<file path="src/rtl/cpu_bus_arbiter_pkg.sv">
// Shared CPU package: arbiter FSM encoding, grant codes and winner selection.
package cpu_bus_arbiter_pkg;

  typedef enum logic [1:0] {
    IDLE    = 2'd0,
    FETCH   = 2'd1,
    DATA    = 2'd2,
    RELEASE = 2'd3
  } arb_state_e;

  localparam logic [1:0] GRANT_NONE  = 2'b00;
  localparam logic [1:0] GRANT_FETCH = 2'b01;
  localparam logic [1:0] GRANT_DATA  = 2'b10;

  // Returns 1 when the load/store port should win the bus this cycle.
  // Under contention, round-robin hands the bus to whichever port did not
  // have it last; fixed priority always favours the data port.
  function automatic logic pick_data(input logic fetch_req,
                                     input logic data_req,
                                     input logic round_robin,
                                     input logic last_was_data);
    if (!fetch_req) return data_req;
    if (!data_req)  return 1'b0;
    return round_robin ? !last_was_data : 1'b1;
  endfunction

endpackage

</file>
<file path="src/rtl/cpu_bus_arbiter.sv">
// Two-port (fetch / load-store) arbiter onto a single downstream CPU bus.
// One transaction at a time: grant, bus cycle, ready pulse, release.
module cpu_bus_arbiter
  import cpu_bus_arbiter_pkg::*;
#(
  parameter int ROUND_ROBIN = 1
) (
  input  logic        i_clock,
  input  logic        i_reset,
  input  logic        i_fetch_request,
  input  logic [31:0] i_fetch_address,
  output logic        o_fetch_ready,
  output logic [31:0] o_fetch_rdata,
  input  logic        i_data_request,
  input  logic        i_data_rw,
  input  logic [31:0] i_data_address,
  input  logic [31:0] i_data_wdata,
  output logic        o_data_ready,
  output logic [31:0] o_data_rdata,
  output logic        o_bus_request,
  output logic        o_bus_rw,
  output logic [31:0] o_bus_address,
  output logic [31:0] o_bus_wdata,
  input  logic        i_bus_ready,
  input  logic [31:0] i_bus_rdata,
  output logic [1:0]  o_grant
);

  arb_state_e state;
  logic       last_was_data;
  logic       win_data;
  logic       granted_req;

  assign win_data    = pick_data(i_fetch_request, i_data_request,
                                 ROUND_ROBIN != 0, last_was_data);
  // Release waits on the request of whichever port currently owns the bus.
  assign granted_req = (o_grant == GRANT_DATA) ? i_data_request : i_fetch_request;

  // Arbitration FSM with all bus and port outputs registered.
  always_ff @(posedge i_clock) begin
    if (i_reset) begin
      state         <= IDLE;
      last_was_data <= 1'b1;  // so fetch wins the first contention
      o_bus_request <= 1'b0;
      o_bus_rw      <= 1'b0;
      o_bus_address <= '0;
      o_bus_wdata   <= '0;
      o_fetch_ready <= 1'b0;
      o_fetch_rdata <= '0;
      o_data_ready  <= 1'b0;
      o_data_rdata  <= '0;
      o_grant       <= GRANT_NONE;
    end else begin
      o_fetch_ready <= 1'b0;
      o_data_ready  <= 1'b0;
      case (state)
        IDLE: begin
          if (i_fetch_request || i_data_request) begin
            o_bus_request <= 1'b1;
            if (win_data) begin
              o_bus_rw      <= i_data_rw;
              o_bus_address <= i_data_address;
              o_bus_wdata   <= i_data_wdata;
              o_grant       <= GRANT_DATA;
              last_was_data <= 1'b1;
              state         <= DATA;
            end else begin
              o_bus_rw      <= 1'b0;
              o_bus_address <= i_fetch_address;
              o_bus_wdata   <= '0;
              o_grant       <= GRANT_FETCH;
              last_was_data <= 1'b0;
              state         <= FETCH;
            end
          end
        end
        FETCH, DATA: begin
          // Bus fields stay put until the target completes; a requester
          // dropping its request here does not cancel the cycle.
          if (i_bus_ready) begin
            o_bus_request <= 1'b0;
            if (state == FETCH) begin
              o_fetch_rdata <= i_bus_rdata;
              o_fetch_ready <= 1'b1;
            end else begin
              o_data_rdata  <= i_bus_rdata;
              o_data_ready  <= 1'b1;
            end
            state <= RELEASE;
          end
        end
        RELEASE: begin
          // Holding here until the owner lets go prevents a second issue
          // of a request still high through its ready cycle.
          if (!granted_req) begin
            o_grant <= GRANT_NONE;
            state   <= IDLE;
          end
        end
        default: state <= IDLE;
      endcase
    end
  end

endmodule

</file>
<file path="config.mk">
export PLATFORM = sky130hd
export DESIGN_NAME = cpu_bus_arbiter
export DESIGN_NICKNAME = d
export VERILOG_FILES = /design/src/rtl/cpu_bus_arbiter_pkg.sv /design/src/rtl/cpu_bus_arbiter.sv
export SDC_FILE = /design/constraint.sdc
export NUM_CORES = 1
export LEC_CHECK = 0
export CAP_MARGIN = 20
export CELL_PAD_IN_SITES_DETAIL_PLACEMENT = 1
export CELL_PAD_IN_SITES_GLOBAL_PLACEMENT = 1
export CORE_MARGIN = 2
export CORE_UTILIZATION = 29
export DETAILED_ROUTE_END_ITERATION = 8
export GPL_ROUTABILITY_DRIVEN = 0
export PLACE_DENSITY = 0.86
export SYNTH_ARGS = -nofsm -noshare
export SYNTH_HDL_FRONTEND = slang
export SYNTH_SLANG_ARGS = --single-unit
</file>
<file path="constraint.sdc">
create_clock -name i_clock -period 2.25 [get_ports i_clock]
set_input_delay 0.225 -clock i_clock [delete_from_list [all_inputs] [get_ports i_clock]]
set_output_delay 0.225 -clock i_clock [all_outputs]
set_load 0.02 [all_outputs]
</file>
## Word-level counts from Yosys, hierarchy flattened

Cells that the tools add are included.
W data, S select, Z words.

- Equal/unequal tests: 7
- Multiplexer cells: 22
- Bitwise logic cells: 3
- Reductions and logical operators: 13

Operators by type and width:

| operator | count |
|---|---|
| $mux W32 | 2 |
| $reduce_and A3 Y1 | 5 |
| $mux W1 | 13 |
| $mux W2 | 4 |
| $eq A2 B2 Y1 const B | 3 |
| $ne A2 B2 Y1 const B | 3 |
| $pmux W2 S3 | 1 |
| $pmux W2 S2 | 1 |
| $reduce_bool A2 Y1 | 2 |
| $not A1 Y1 | 3 |
| $reduce_or A3 Y1 | 1 |
| $eq A2 B1 Y1 const B | 1 |
| $logic_not A2 Y1 | 1 |
| $pmux W1 S2 | 1 |
| $reduce_and A2 Y1 | 1 |
| $reduce_or A2 Y1 | 1 |
| $logic_not A1 Y1 | 1 |
| $logic_or A1 B1 Y1 | 1 |

- Bits in registers: 137
- Input port bits: 134
- Output and inout bits: 134
- Word-level logic and storage cells: 56

## Logic depth before layout (Yosys ltp)

Gate-level depths: netlist (run 1).

- Word-level depth: 7
- Gate-level depth with buffers: 8
- Gate-level depth less buffers: 6

## Worst setup path after synthesis (run 1)

OpenSTA, ideal clock, no wires.

- Path kind: reg-to-reg
- Start: register state[0]
- End: register o_data_rdata[0]
- Library setup time: 0.132 ns
- Arrival time: 1.460 ns
- Data required time: 2.118 ns
- Slack: 0.657 ns
- Stages on the path, launching flop included: 9
- Path buffers: 2
- Period minus slack after synthesis: 1.593 ns
- Cells stage by stage: dfxtp_1 -> inv_1 -> ha_1 -> nand2_1 -> or2_1 -> clkbuf_1 -> buf_2 -> nand2_1 -> a21oi_1

- Cells in the longest elaborated chain, start to end: 3
- Elaborated cells between the ends (all ways): 5
- Those cells by class: eq/ne (2); bitwise (1); reduce/logical (2)

Ends and longest elaborated chain:

| element | RTL line | source |
|---|---|---|
| start: declaration | cpu_bus_arbiter.sv:29 | `arb_state_e state;` |
| start signal: assignment | cpu_bus_arbiter.sv:42 | `state <= IDLE;` |
| start signal: assignment | cpu_bus_arbiter.sv:66 | `state <= DATA;` |
| start signal: assignment | cpu_bus_arbiter.sv:73 | `state <= FETCH;` |
| $eq A2 B1 Y1 / $eq A2 B2 Y1 (equally long branches) | cpu_bus_arbiter.sv:56, cpu_bus_arbiter.sv:82 |  |
| $reduce_or A2 Y1 / $not A1 Y1 (equally long branches) | n/a |  |
| $reduce_and A3 Y1 (no line) * | n/a |  |
| end signal: assignment | cpu_bus_arbiter.sv:86 | `o_data_rdata <= i_bus_rdata;` |
| end: declaration | cpu_bus_arbiter.sv:19 | `output logic [31:0] o_data_rdata,` |

Every way passes the cells marked *; elsewhere a longest branch is shown, timed or not.
A chain may end at the register's enable or synchronous reset.

## Worst setup path after layout (run 1)

- Start: register state[1]
- End: register state[1]

- Cells in the longest elaborated chain, start to end: 4
- Elaborated cells between the ends (all ways): 10
- Those cells by class: eq/ne (6); mux (1); reduce/logical (3)

Ends and longest elaborated chain:

| element | RTL line | source |
|---|---|---|
| $eq A2 B1 Y1 / $eq A2 B2 Y1 (equally long branches) | cpu_bus_arbiter.sv:56 | `case (state)` |
| $reduce_or A2 Y1 | cpu_bus_arbiter.sv:56 |  |
| $ne A2 B2 Y1 (no line) | n/a |  |
| $reduce_and A3 Y1 (no line) | n/a |  |

Parallel ways exist; a longest one is shown, timed or not.

==> results of run 1 <==
-- kinds of logic after synthesis --
group,synth area share
flops,0.505
compound gates,0.196
fa+ha+maj,0.0115
mux,0.0608
buf+inv,0.0587
simple gates,0.168
-- layout make-up --
| type | count | area [um^2] | area share |
|---|---|---|---|
| clock buffers | 19 | 443 | 0.0499 |
| repair buffers | 280 | 2840 | 0.320 |
| clock inverters | 13 | 143 | 0.0161 |
| multi-input cells | 398 | 2390 | 0.270 |
| well taps | 234 | 293 | 0.0330 |
| flip-flops and latches | 137 | 2740 | 0.309 |
| inverters | 4 | 15.0 | 0.00169 |
-- routing by layer --
layer | track usage | part of all wire | vias up
met4 | 0.0721 | 0.028 | 0
met5 | 0 | 0 | -
met3 | 0.0605 | 0.076 | 30
li1 | - | - | 2502
met1 | 0.192 | 0.40 | 2391
met2 | 0.318 | 0.49 | 186
-- sequential cells by signal (all words and copies together), names as in the netlist --
name	cells
o_bus_address	32
o_bus_wdata	32
o_data_rdata	32
o_fetch_rdata	32
o_grant	2
state	2
last_was_data	1
o_bus_request	1
o_bus_rw	1
o_data_ready	1
o_fetch_ready	1
-- per-stage QoR --
stage,util,hold slack (ns),power [mW],setup slack [ns],std cells
finish,0.479,0.224,10.1,0.348,1085
detailed placement,0.448,0.447,7.45,0.304,1053
global route,0.479,0.230,10.7,0.159,1085
floorplan,-,0.359,5.65,0.657,586
global placement,0.448,0.441,7.32,0.369,1053
CTS,0.479,0.213,10.3,0.321,1085
-- power groups by stage --
stage | Combinational, mW | Clock, mW | Sequential [mW]
4_1_cts | 4.13 | 2.87 | 3.28
5_1_grt | 4.41 | 2.98 | 3.34
6_report | 4.06 | 2.78 | 3.27
2_1_floorplan | 1.75 | 0 | 3.90
3_3_place_gp | 4.02 | 0 | 3.30
3_5_place_dp | 4.12 | 0 | 3.33
-- path summary, 6_finish.rpt --
kind                      from           endpoint  cells after the start
max                   state[1]           state[1]                      6
min                    i_reset  o_fetch_rdata[23]                      2
max reg2reg           state[1]           state[1]                      6
min reg2reg  o_fetch_rdata[23]  o_fetch_rdata[23]                      2
-- cells in the final DEF (no fill, tap or decap), types with 2 or more instances in the layout --
cell type | netlist | layout
clkdlybuf4s50_1 | 0 | 266
nand2_1 | 137 | 137
dfxtp_1 | 137 | 137
a21oi_1 | 69 | 69
nor2_1 | 37 | 36
mux2i_1 | 33 | 33
a211oi_1 | 32 | 32
nor2_2 | 29 | 30
a22oi_2 | 29 | 29
clkbuf_16 | 0 | 17
buf_4 | 0 | 8
buf_12 | 4 | 6
ha_1 | 5 | 5
inv_1 | 4 | 4
a22oi_1 | 4 | 4
clkinv_4 | 0 | 3
clkinv_2 | 0 | 3
inv_6 | 0 | 3
o21ai_1 | 3 | 2
nand4b_1 | 2 | 2
o21ai_0 | 2 | 2
o211ai_1 | 2 | 2
bufinv_16 | 0 | 2
clkinvlp_4 | 0 | 2
==> results.py, run 1 <==
metrics = {
    "run_status": {
        "status": "finished clean",
    },
    "logic_synthesis": {
        "synth_edf_count": 0,
        "synth_commonest_cells": "137 x dfxtp_1, 137 x nand2_1, 69 x a21oi_1, 37 x nor2_1, 33 x mux2i_1",
        "synthFlopType": "dfxtp_1",
        "synth.distinct_cells": 35,
        "netlist_area_um2": 5430,
        "synth_nets": 725,
        "yosys.area.top_type": "dfxtp_1",
        "yosysTopAreaCellShare": 0.505,
        "synthArstFlopShare": 0,
        "seq_area_frac_synth": 0.505,
        "ys.warnings.count": 0,
        "syn_inst": 586,
        "synth_area_leaders": "dfxtp_1 50%, nand2_1 9.5%, a22oi_2 6.7%, a21oi_1 6.4%, mux2i_1 6.1%",
        "syn_area_per_cell_um2": 9.27,
        "ys_ff_latch": 137,
    },
    "clock_network": {
        "cts.repair.resized": 0,
        "cts.clk_slew.worst_paths_ns": 0.06,
        "clock_path_buffers": 2,
        "clk_latency_ns": 0.42,
        "cts-root-buf": "clkbuf_16",
        "cts_tree": "yes",
        "cts_sinks": 137,
        "hold_buffers": 0,
        "post-cts-setup-buffers": 0,
        "htreeDepth": 4,
        "numCtsBuffers": 17,
    },
    "route": {
        "wl_per_cell_um": 16.2,
        "vias": 5109,
        "wirelength_um": 17600,
        "first_iter_violations": 118,
        "ant_nets": 0,
        "dr.pass1.iters": 4,
        "drc_errors": 0,
        "drt-vias-per-instance": 4.71,
    },
    "critical_path": {
        "crit_buf_inv": 1,
        "cp.required_ns": 2.55,
        "max_stage_delay_ns": 0.45,
        "path_max_fanout": 7,
        "startpoint_type": "flop",
        "crit_family": "compound AO/OA/AOI/OAI gates",
        "arrival_ns": 2.20,
        "crit_slowest_cell": "or3b_1",
        "path_cells": "inv_1 -> ha_1 -> or3b_1 -> o211ai_1 -> a21oi_1 -> o211a_1",
        "path_class": "flop to flop",
        "r2r_slack_ns": 0.35,
        "critPathCaptureType": "flop",
    },
    "floorplan": {
        "fp.dieW_um": 141,
        "fp.dieArea_um2": 19800,
        "die_height_um": 141,
        "start_util": 0.293,
        "rows": 50,
        "core-area_um2": 18500,
        "io_pins": 268,
    },
    "global_routing": {
        "gr-usage-all-layers": 0.178,
        "grt_start_max_net_pins": 68,
        "antenna_found_initial": 0,
        "grt_overflow": 0,
        "grt_pass1_vias": 5418,
        "grt_pass1_wl_um": 27800,
    },
    "sta": {
        "slew_violations": 0,
        "hold_violations": 0,
        "clock_skew_ns": 0.00891,
        "max_freq_mhz": 526,
        "rsz0062_at_grt": "no",
        "slew_headroom": 0.644,
        "post-route-period-util": 0.845,
        "setup_viol": 0,
        "period_minus_slack_ns": 1.90,
        "fin_setup_tns_ns": 0,
        "worst_pin_slew_ns": 0.534,
    },
    "final_layout": {
        "fin_area_um2": 8870,
        "layout.nets": 977,
        "drive_gt1_frac": 0.127,
        "diodes": 0,
        "syn_to_final_growth_pct": 63.3,
        "fillers": 2084,
    },
    "power": {
        "p_leak_nw": 3.16,
        "power_frac_comb": 0.402,
        "peakVddDrop_uv": 561,
        "p_per_area_nw_per_um2": 1140,
        "internal_power_mw": 6.43,
        "p_sw_frac": 0.364,
        "power_switching_mw": 3.68,
        "clkPwrFrac": 0.275,
        "pwr-share-seq": 0.323,
    },
    "placed_design": {
        "placed_area_um2": 8290,
        "io_buffers": 267,
        "place_hpwl_um": 12800,
    },
    "flow_run": {
        "cap_violations": 0,
    },
    "hold_path": {
        "hp-class": "input pin to flop",
    },
}
Power figures use the tool's default switching activity.
==> run 2: changes to the inputs <==
==> constraint.sdc (replaced) <==
create_clock -name i_clock -period 1.95 [get_ports i_clock]
set_input_delay 0.195 -clock i_clock [delete_from_list [all_inputs] [get_ports i_clock]]
set_output_delay 0.195 -clock i_clock [all_outputs]
set_load 0.02 [all_outputs]
==> run 2 against run 1 <==
Register-to-register slack lost 0.15 ns; via count shrank 0.61%; largest cell class unchanged; first-iteration DRC count grew 13%; total power grew 18%; core utilization grew 0.46 points; final cell count is essentially flat; hold slack lost 0.015 ns; final area grew 0.96%; worst setup slack lost 0.15 ns.
==> results.py, run 2 (synthesized netlist as in run 1, its figures left out) <==
metrics = {
    "critical_path": {
        "startpoint_type": "flop",
        "worstSetupStartpoint": "state[1]",
        "path_max_fanout": 7,
        "critPathCaptureType": "flop",
        "path_class": "flop to flop",
        "arrival_ns": 2.04,
        "cp.required_ns": 2.24,
        "r2r-start": "state[1]",
    },
    "power": {
        "p_sw_frac": 0.350,
        "peakVddDrop_uv": 675,
        "p_per_area_nw_per_um2": 1330,
        "power_frac_comb": 0.399,
        "p_leak_nw": 3.19,
        "internal_power_mw": 7.74,
        "clkPwrFrac": 0.285,
        "p_total_mw": 11.9,
        "pwr-share-seq": 0.316,
        "power_switching_mw": 4.17,
    },
    "clock_network": {
        "numCtsBuffers": 17,
        "cts-root-buf": "clkbuf_16",
        "clock_path_buffers": 2,
        "clk_latency_ns": 0.40,
        "cts_sinks": 137,
        "htreeDepth": 4,
        "cts_tree": "yes",
        "cts.clk_slew.worst_paths_ns": 0.05,
    },
    "global_routing": {
        "grt_pass1_vias": 5274,
        "gr-usage-all-layers": 0.176,
        "grt_pass1_wl_um": 27700,
        "grt_start_max_net_pins": 74,
        "grt_overflow": 0,
        "antenna_found_initial": 0,
    },
    "hold_path": {
        "hp-start": "i_reset",
        "hp-class": "input pin to flop",
    },
    "route": {
        "wl_per_cell_um": 15.9,
        "ant_nets": 0,
        "dr.pass1.iters": 4,
        "drt-vias-per-instance": 4.68,
        "first_iter_violations": 133,
        "drc_errors": 0,
        "wirelength_um": 17300,
        "vias": 5078,
    },
    "final_layout": {
        "multi_input_area_um2": 2400,
        "diodes": 0,
        "final_common_cell": "clkdlybuf4s50_1",
        "layout.nets": 977,
        "drive_gt1_frac": 0.128,
        "fillers": 2086,
        "syn_to_final_growth_pct": 64.9,
        "regArea_um2": 2740,
        "final_cell_mix": "266 x clkdlybuf4s50_1, 137 x nand2_1, 137 x dfxtp_1",
    },
    "placed_design": {
        "io_buffers": 267,
        "pre_cts_slack_ns": 0.0343,
        "place_hpwl_um": 12500,
    },
    "flow_run": {
        "cap_violations": 0,
    },
    "sta": {
        "slew_violations": 0,
        "setup_slack_ns": 0.196,
        "clock_skew_ns": 0.00897,
        "hold_violations": 0,
        "rsz0062_at_grt": "no",
        "worst_pin_slew_ns": 0.530,
        "post-route-period-util": 0.900,
        "setup_viol": 0,
        "slew_headroom": 0.646,
        "period_minus_slack_ns": 1.75,
        "fin_setup_tns_ns": 0,
        "max_freq_mhz": 570,
    },
    "floorplan": {
        "fp.dieW_um": 141,
        "start_util": 0.293,
        "die_height_um": 141,
        "io_pins": 268,
        "rows": 50,
        "core-area_um2": 18500,
        "fp.dieArea_um2": 19800,
    },
    "run_status": {
        "status": "finished clean",
    },
}
==> run 2: changes by cell type in the layout (fill, tap and decap cells not counted), sizes merged <==
cell / previous run / this run
bufinv: 2 / 3
inv: 7 / 5
clkinv: 6 / 3
clkbuf: 19 / 22
==> run 2: path summary, 6_finish.rpt <==
kind | endpoint | slack (ns) | cells past startpoint
worst max register to register | state[1] | 0.20 | 6
worst min register to register | o_data_rdata[10] | 0.45 | 2
worst max-delay path | state[1] | 0.20 | 6
worst min-delay path | o_bus_request | 0.21 | 2
==> run 2: area by class of cell <==
class / count / share of cell area
Timing Repair Buffer: 280 / 0.322
Sequential cell: 137 / 0.306
Multi-Input combinational cell: 398 / 0.268
Clock buffer: 22 / 0.0552
Tap cell: 234 / 0.0327
Clock inverter: 9 / 0.0152
Inverter: 4 / 0.00168
==> run 2: layer usage <==
layer  GRT usage  up-vias  part of all wire
met1       0.202     2389              0.41
met4      0.0505        0             0.017
met5           0        -                 0
met3      0.0673       15             0.076
li1            -     2496                 -
met2       0.307      178              0.50
==> run 2: through the flow <==
| stage | std cells | utilization | hold WS, ns | area (um^2) |
|---|---|---|---|---|
| 6_report | 1084 | 0.484 | 0.208 | 8960 |
| 5_1_grt | 1084 | 0.484 | 0.240 | 8960 |
| 2_1_floorplan | 586 | - | 0.329 | 5430 |
| 4_1_cts | 1084 | 0.484 | 0.201 | 8960 |
| 3_3_place_gp | 1053 | 0.450 | 0.441 | 8330 |
| 3_5_place_dp | 1053 | 0.450 | 0.448 | 8330 |
==> run 2: worst max-delay path, cell delays in order, from the launching register on <==
cell and delay, ns:
dfxtp_1 0.33, inv_1 0.12, ha_2 0.29, or3b_1 0.41
o211ai_1 0.15, a21oi_1 0.10, o211a_1 0.22
==> run 2: power by group through the flow <==
stage,registers [mW],clock network [mW],logic (mW)
after global routing,3.84,3.64,5.17
after CTS,3.78,3.50,4.83
after floorplan,4.50,0,2.01
after detailed placement,3.83,0,4.81
after global placement,3.80,0,4.71
final,3.76,3.40,4.75
==> run 2: timing repair <==
item | CTS | global route
hold endpoints to repair | 0 | 0
setup buffers | 0 | 0
hold buffers | 0 | 0
gates resized for setup | 0 | 1
setup endpoints to repair | 0 | 1
